<file path="src/rtl/port_frame_pkg.sv">
// Shared types and defaults for the port-2 serial frame receiver.
//   rx_state_e     : receiver FSM states
//   *_DEF          : default parameter values
//   FRAME_BITS     : bits per frame (start + data + parity + stop)
package port_frame_pkg;

   localparam int unsigned DATA_W_DEF     = 16;
   localparam int unsigned OVS_DEF        = 8;
   localparam int unsigned FIFO_DEPTH_DEF = 4;
   localparam int unsigned FRAME_BITS     = DATA_W_DEF + 3;

   typedef enum logic [2:0] {
      IDLE,
      START,
      DATA,
      PARITY,
      STOP
   } rx_state_e;

endpackage

</file>
<file path="src/rtl/port_frame_rx_if.sv">
// Receiver-side bus: serial line in, valid/ready word out, error pulses.
//   slave  : the receiver (drives out_*, flags, busy)
//   master : the environment (drives rx_line, out_ready)
interface port_frame_rx_if #(
   parameter int unsigned DATA_W = 16
);
   logic              rx_line;
   logic              out_ready;
   logic              out_valid;
   logic [DATA_W-1:0] out_data;
   logic              parity_err;
   logic              frame_err;
   logic              overrun;
   logic              busy;

   modport slave (
      input  rx_line, out_ready,
      output out_valid, out_data, parity_err, frame_err, overrun, busy
   );

   modport master (
      output rx_line, out_ready,
      input  out_valid, out_data, parity_err, frame_err, overrun, busy
   );
endinterface

</file>
<file path="src/rtl/port_frame_fifo.sv">
// Synchronous output FIFO, DATA_W x DEPTH, extra pointer bit for full/empty.
//   push/push_data : write (accepted when not full, or when popping)
//   pop/pop_data   : read head (pop_data is the current head word)
//   full/empty     : occupancy flags
module port_frame_fifo #(
   parameter int unsigned DATA_W = 16,
   parameter int unsigned DEPTH  = 4
) (
   input  logic              clk,
   input  logic              rst_n,
   input  logic              push,
   input  logic [DATA_W-1:0] push_data,
   input  logic              pop,
   output logic [DATA_W-1:0] pop_data,
   output logic              full,
   output logic              empty
);
   localparam int unsigned AW = $clog2(DEPTH);
   localparam int unsigned PW = AW + 1;

   logic [PW-1:0]     wr_ptr;
   logic [PW-1:0]     rd_ptr;
   logic [DATA_W-1:0] mem [DEPTH];
   logic              do_push;
   logic              do_pop;

   assign empty    = (wr_ptr == rd_ptr);
   assign full     = ((wr_ptr - rd_ptr) == PW'(DEPTH));
   assign do_pop   = pop && !empty;
   assign do_push  = push && (!full || do_pop);
   assign pop_data = mem[rd_ptr[AW-1:0]];

   // Pointers wrap naturally through the extra MSB
   always_ff @(posedge clk or negedge rst_n) begin
      if (!rst_n) begin
         wr_ptr <= '0;
         rd_ptr <= '0;
      end else begin
         if (do_push) wr_ptr <= wr_ptr + PW'(1);
         if (do_pop)  rd_ptr <= rd_ptr + PW'(1);
      end
   end

   // Storage cleared on reset so the head word reads 0 while empty
   always_ff @(posedge clk or negedge rst_n) begin
      if (!rst_n) begin
         for (int i = 0; i < int'(DEPTH); i++) mem[i] <= '0;
      end else if (do_push) begin
         mem[wr_ptr[AW-1:0]] <= push_data;
      end
   end

endmodule

</file>
<file path="src/rtl/port_frame_rx.sv">
// Oversampling serial frame receiver: start(0), DATA_W bits LSB first,
// even parity, stop(1). Good words go to an output FIFO; bad or dropped
// words raise a single-cycle parity_err / frame_err / overrun pulse.
//   clk, rst_n : clock, async active-low reset
//   bus        : rx_line/out_ready in; out_valid/out_data/flags/busy out
module port_frame_rx
   import port_frame_pkg::*;
#(
   parameter int unsigned DATA_W     = DATA_W_DEF,
   parameter int unsigned OVS        = OVS_DEF,
   parameter int unsigned FIFO_DEPTH = FIFO_DEPTH_DEF
) (
   input  logic            clk,
   input  logic            rst_n,
   port_frame_rx_if.slave  bus
);
   localparam int unsigned CW = $clog2(OVS);
   localparam int unsigned BW = $clog2(DATA_W);

   rx_state_e         state, state_n;
   logic [CW-1:0]     cnt, cnt_n;
   logic [BW-1:0]     bit_idx, bit_n;
   logic [DATA_W-1:0] shreg, shreg_n;
   logic              perr_q, perr_n;
   logic              stop_wait, wait_n;

   logic              sync1, rxs, rxs_d;
   logic              samp, bnd;
   logic              ferr_c, perr_c, ovr_c, push_c, pop_c;
   logic              fifo_full, fifo_empty;
   logic [DATA_W-1:0] fifo_data;
   logic              parity_err_q, frame_err_q, overrun_q, busy_q;

   // Two-flop synchronizer plus one history flop for start-edge detection
   always_ff @(posedge clk or negedge rst_n) begin
      if (!rst_n) begin
         sync1 <= 1'b1;
         rxs   <= 1'b1;
         rxs_d <= 1'b1;
      end else begin
         sync1 <= bus.rx_line;
         rxs   <= sync1;
         rxs_d <= rxs;
      end
   end

   // FSM and datapath state register
   always_ff @(posedge clk or negedge rst_n) begin
      if (!rst_n) begin
         state     <= IDLE;
         cnt       <= '0;
         bit_idx   <= '0;
         shreg     <= '0;
         perr_q    <= 1'b0;
         stop_wait <= 1'b0;
      end else begin
         state     <= state_n;
         cnt       <= cnt_n;
         bit_idx   <= bit_n;
         shreg     <= shreg_n;
         perr_q    <= perr_n;
         stop_wait <= wait_n;
      end
   end

   assign samp  = (cnt == CW'(OVS / 2 - 1));
   assign bnd   = (cnt == CW'(OVS - 1));
   assign pop_c = !fifo_empty && bus.out_ready;

   // Next-state, bit sampling and commit decision
   always_comb begin
      state_n = state;
      cnt_n   = cnt;
      bit_n   = bit_idx;
      shreg_n = shreg;
      perr_n  = perr_q;
      wait_n  = stop_wait;
      ferr_c  = 1'b0;
      perr_c  = 1'b0;
      ovr_c   = 1'b0;
      push_c  = 1'b0;

      if (state != IDLE) cnt_n = bnd ? '0 : cnt + CW'(1);

      unique case (state)
         IDLE: begin
            if (rxs_d && !rxs) begin
               state_n = START;
               cnt_n   = '0;
            end
         end
         START: begin
            if (samp && rxs) begin
               state_n = IDLE;
            end else if (bnd) begin
               state_n = DATA;
               bit_n   = '0;
            end
         end
         DATA: begin
            if (samp) shreg_n = {rxs, shreg[DATA_W-1:1]};
            if (bnd) begin
               if (bit_idx == BW'(DATA_W - 1)) state_n = PARITY;
               else                            bit_n   = bit_idx + BW'(1);
            end
         end
         PARITY: begin
            if (samp) perr_n = rxs ^ (^shreg);
            if (bnd)  state_n = STOP;
         end
         STOP: begin
            // After a bad stop bit, hold here until the line returns idle
            if (stop_wait) begin
               if (rxs) begin
                  state_n = IDLE;
                  wait_n  = 1'b0;
               end
            end else if (samp) begin
               if (!rxs) begin
                  ferr_c = 1'b1;
                  wait_n = 1'b1;
               end else begin
                  // Leave half a bit early so back-to-back starts are seen
                  state_n = IDLE;
                  if (perr_q)                  perr_c = 1'b1;
                  else if (fifo_full && !pop_c) ovr_c = 1'b1;
                  else                         push_c = 1'b1;
               end
            end
         end
         default: state_n = IDLE;
      endcase

      if (state_n == IDLE) cnt_n = '0;
   end

   // Registered status outputs
   always_ff @(posedge clk or negedge rst_n) begin
      if (!rst_n) begin
         parity_err_q <= 1'b0;
         frame_err_q  <= 1'b0;
         overrun_q    <= 1'b0;
         busy_q       <= 1'b0;
      end else begin
         parity_err_q <= perr_c;
         frame_err_q  <= ferr_c;
         overrun_q    <= ovr_c;
         busy_q       <= (state_n != IDLE);
      end
   end

   port_frame_fifo #(
      .DATA_W (DATA_W),
      .DEPTH  (FIFO_DEPTH)
   ) u_fifo (
      .clk       (clk),
      .rst_n     (rst_n),
      .push      (push_c),
      .push_data (shreg),
      .pop       (pop_c),
      .pop_data  (fifo_data),
      .full      (fifo_full),
      .empty     (fifo_empty)
   );

   assign bus.out_valid  = !fifo_empty;
   assign bus.out_data   = fifo_data;
   assign bus.parity_err = parity_err_q;
   assign bus.frame_err  = frame_err_q;
   assign bus.overrun    = overrun_q;
   assign bus.busy       = busy_q;

endmodule

</file>
<file path="src/flat_wrapper.sv">
// flat-port wrapper written by rule: the top's interface ports become plain ports
module port_frame_rx_flat import port_frame_pkg::*;
#(
   parameter int unsigned DATA_W     = DATA_W_DEF,
   parameter int unsigned OVS        = OVS_DEF,
   parameter int unsigned FIFO_DEPTH = FIFO_DEPTH_DEF
)
  (clk, rst_n, bus_rx_line, bus_out_ready, bus_out_valid, bus_out_data, bus_parity_err, bus_frame_err, bus_overrun, bus_busy);
  port_frame_rx_if #(.DATA_W(DATA_W)) bus_i ();
  input  logic clk;
  input  logic rst_n;
  input wire logic [$bits(bus_i.rx_line)-1:0] bus_rx_line;
  input wire logic [$bits(bus_i.out_ready)-1:0] bus_out_ready;
  output wire logic [$bits(bus_i.out_valid)-1:0] bus_out_valid;
  output wire logic [$bits(bus_i.out_data)-1:0] bus_out_data;
  output wire logic [$bits(bus_i.parity_err)-1:0] bus_parity_err;
  output wire logic [$bits(bus_i.frame_err)-1:0] bus_frame_err;
  output wire logic [$bits(bus_i.overrun)-1:0] bus_overrun;
  output wire logic [$bits(bus_i.busy)-1:0] bus_busy;
  assign bus_i.rx_line = bus_rx_line;
  assign bus_i.out_ready = bus_out_ready;
  assign bus_out_valid = bus_i.out_valid;
  assign bus_out_data = bus_i.out_data;
  assign bus_parity_err = bus_i.parity_err;
  assign bus_frame_err = bus_i.frame_err;
  assign bus_overrun = bus_i.overrun;
  assign bus_busy = bus_i.busy;
  port_frame_rx #(.DATA_W(DATA_W), .OVS(OVS), .FIFO_DEPTH(FIFO_DEPTH)) u_core (.clk(clk), .rst_n(rst_n), .bus(bus_i));
endmodule
</file>
<file path="config.mk">
export PLATFORM = sky130hd
export DESIGN_NAME = port_frame_rx_flat
export DESIGN_NICKNAME = d
export VERILOG_FILES = /design/src/rtl/port_frame_pkg.sv /design/src/rtl/port_frame_rx_if.sv /design/src/rtl/port_frame_fifo.sv /design/src/rtl/port_frame_rx.sv /design/src/flat_wrapper.sv
export SDC_FILE = /design/constraint.sdc
export NUM_CORES = 1
export LEC_CHECK = 0
export ABC_CLOCK_PERIOD_IN_PS = 6880
export CAP_MARGIN = 20
export CORE_MARGIN = 1.5
export CORE_UTILIZATION = 45
export CTS_CLUSTER_DIAMETER = 50
export CTS_CLUSTER_SIZE = 12
export DETAILED_ROUTE_END_ITERATION = 6
export MAX_ROUTING_LAYER = met4
export PLACE_DENSITY_LB_ADDON = 0.15
export REMOVE_ABC_BUFFERS = 1
export SLEW_MARGIN = 20
export SYNTH_ARGS = -nofsm -noshare
export SYNTH_HDL_FRONTEND = slang
export SYNTH_SLANG_ARGS = --single-unit
</file>
<file path="constraint.sdc">
create_clock -name clk -period 6.88 [get_ports clk]
set_input_delay 1.032 -clock clk [delete_from_list [all_inputs] [get_ports clk]]
set_output_delay 1.032 -clock clk [all_outputs]
set_load 0.02 [all_outputs]
</file>
==> impl_metrics.py <==
metrics = {
    "placement": {
        "numPortBuffers": 24,
        "gp_congestion": 0.736,
        "placed_area_um2": 5280,
        "pre_cts_slack_ns": 3.32,
        "placed_cells": 476,
        "dpl.hpwl_um": 5280,
    },
    "logic_synthesis": {
        "synth_seq_cells": 105,
        "yosysWarningCount": 0,
        "syn-instance-count": 326,
        "yosysSeqAreaShare_pct": 52.7,
        "ys.flop_type": "dfrtp_1",
        "async_flop_share_pct": 100,
        "syn_area_per_cell_um2": 15.3,
        "synth_area_um2": 4990,
        "ys_types": 36,
        "synth_edf_count": 0,
    },
    "cts": {
        "cts_max_level": 3,
        "clk_pin_slew_ns": 0.10,
        "clock_latency_ns": 0.38,
        "cts_hold_buf": 0,
        "cts.sink_count": 105,
        "post_cts_resized": 0,
        "root_buffer": "clkbuf_8",
        "clk_path_buf_depth": 2,
        "cts_made_buffers": 9,
        "cts_setup_buffers": 0,
        "cts_tree": "done",
    },
    "final_layout": {
        "mostFrequentLayoutCell": "dfrtp_1",
        "antennaDiodeCount": 0,
        "final_util_pct": 51.0,
        "fillCellCount": 945,
        "drive_above_1_share_pct": 36.1,
        "final_cells": 492,
        "nNetsFinal": 362,
        "final_area_um2": 5530,
        "area_delta_synth_final_pct": 10.8,
        "mostFrequentLayoutCells": "dfrtp_1, mux2_2, mux2_4",
    },
    "grt": {
        "use_met1_pct": 23.8,
        "grt_max_degree": 73,
        "use_met3_pct": 5.06,
        "grt_pass1_wl_um": 14900,
        "grt_pass1_vias": 2731,
        "antenna_found_initial": 0,
        "met2_usage_pct": 25.5,
        "grt.busiest_layer": "met2",
        "gr-usage-all-layers_pct": 17.5,
        "grt-ovfl-total": 0,
    },
    "setup_path": {
        "path_class": "flop to primary output",
        "cpPeakStageDelay_ns": 0.78,
        "path_buf_inv": 2,
        "critical_path.max_fanout": 10,
        "worstPathCellList": "buf_4 -> mux4_2 -> clkdlybuf4s50_1",
        "r2r_slack_ns": 3.37,
        "crit_path_top_delay_cell": "dfrtp_1",
        "crit_path_start_kind": "flop",
        "cp.required_ns": 5.85,
        "path_delay_family": "buffers and inverters",
        "cp.arrival_ns": 2.66,
        "critPathCaptureType": "primary output",
    },
    "floorplan": {
        "die_x_um": 108,
        "die_area_um2": 11700,
        "ioPinCount": 25,
        "core_um2": 10800,
        "die_h_um": 108,
        "rows": 38,
        "initial_utilization_pct": 46.1,
    },
    "pwr": {
        "total_power_mw": 1.41,
        "p_leak_nw": 2.54,
        "pwr_density_cell_nw_per_um2": 255,
        "vdd_drop_max_v": 0.000144,
    },
    "timing": {
        "holdWs_ns": 0.361,
        "fin_setup_tns_ns": 0,
        "max_freq_mhz": 271,
        "tightest_slew_ns": 1.08,
        "setup_viol": 0,
        "drv_slew": 0,
        "fin_crit_sh_pct": 53.7,
        "clock_skew_ns": 0.00851,
        "grt_setup_unrepaired": "no",
        "fin_ws_ns": 3.19,
        "min_period_ns": 3.69,
        "hold_violations": 0,
        "slew_headroom_pct": 27.8,
    },
    "drt": {
        "routedWlPerCell_um": 17.8,
        "first_iter_violations": 86,
        "via_per_inst": 5.31,
        "vias": 2613,
        "drcViolationCount": 0,
        "wirelength_um": 8740,
        "firstDrtPassIters": 4,
        "final_antenna_net_count": 0,
    },
    "flow_run": {
        "drv_cap": 0,
    },
    "status": {
        "outcome": "finished clean",
    },
    "worst_hold_path": {
        "hp-class": "flop to flop",
    },
}
## Yosys cell counts, types with 2 or more instances
| cell type | n | area share, % |
|---|---|---|
| buf_6 | 4 | 0.90 |
| clkbuf_1 | 9 | 0.68 |
| nand4b_1 | 2 | 0.35 |
| nand2b_1 | 3 | 0.38 |
| nor2_1 | 9 | 0.68 |
| buf_12 | 4 | 1.6 |
| nor3_1 | 4 | 0.40 |
| mux2_2 | 43 | 9.7 |
| a21oi_1 | 4 | 0.40 |
| ha_1 | 11 | 2.8 |
| xor2_1 | 5 | 0.88 |
| and2_1 | 5 | 0.63 |
| a31oi_1 | 4 | 0.50 |
| nand3_1 | 5 | 0.50 |
| xnor2_1 | 17 | 3.0 |
| mux2_4 | 39 | 12 |
| dfstp_2 | 3 | 1.6 |
| mux4_2 | 16 | 7.2 |
| o21ai_0 | 4 | 0.40 |
| nor4b_1 | 2 | 0.35 |
| dfrtp_1 | 102 | 51 |
| nand2_1 | 11 | 0.83 |
| inv_1 | 6 | 0.45 |
| nor3b_1 | 2 | 0.30 |
## sequential cells by signal, indices dropped and copies added (netlist names)
name	flops
u_core.bit_idx	4
u_core.bus.busy	1
u_core.bus.frame_err	1
u_core.bus.overrun	1
u_core.bus.parity_err	1
u_core.cnt	3
u_core.perr_q	1
u_core.rxs	1
u_core.rxs_d	1
u_core.shreg	16
u_core.state	3
u_core.stop_wait	1
u_core.sync1	1
u_core.u_fifo.mem	64
u_core.u_fifo.rd_ptr	3
u_core.u_fifo.wr_ptr	3
## worst paths after layout
kind	start	end	cells after the start
setup / recovery	u_core.u_fifo.rd_ptr[0]	bus_out_data[14]	3
setup reg to reg	u_core.u_fifo.rd_ptr[1]	u_core.u_fifo.mem[20]	6
hold / removal	u_core.sync1	u_core.rxs	0
hold reg to reg	u_core.sync1	u_core.rxs	0
min in group asynchronous	rst_n	u_core.u_fifo.rd_ptr[0]	1
max in group asynchronous	rst_n	u_core.u_fifo.mem[27]	2
## power breakdown
| part | internal, mW | switching [mW] |
|---|---|---|
| registers | 0.645 | 0.0729 |
| clock network | 0.262 | 0.212 |
| logic | 0.111 | 0.108 |
| total | 1.02 | 0.393 |
## cell families (layout without fill, tap and decap cells)
logic type | Yosys count | in the layout | synth area share, %
muxes | 98 | 98 | 28.6
xor gates and xnor gates | 23 | 23 | 4.31
buffers and inverters | 24 | 50 | 3.71
adders and majority gates | 11 | 11 | 2.76
and+or+nand+nor | 49 | 49 | 5.51
DFF | 105 | 105 | 52.7
AOI/OAI and AO/OA | 16 | 16 | 2.36
## cell type report
class | count | area, um2 | share of cell area, %
flip-flops and latches | 105 | 2630 | 47.6
multi-input cells | 197 | 2180 | 39.4
repair buffers | 28 | 268 | 4.84
well taps | 140 | 175 | 3.17
clock buffers | 12 | 155 | 2.80
clock inverters | 4 | 98.8 | 1.79
inverters | 6 | 22.5 | 0.407
## layer usage
layer  up-vias  share of wire, %  wire (um)
li1       1211                 -          -
met1      1367                50       4380
met2        25                46       4000
met3        10               2.9        250
met4         0               1.2        104
met5         -                 0          0
No activity file was read; power rests on OpenSTA's default activity.
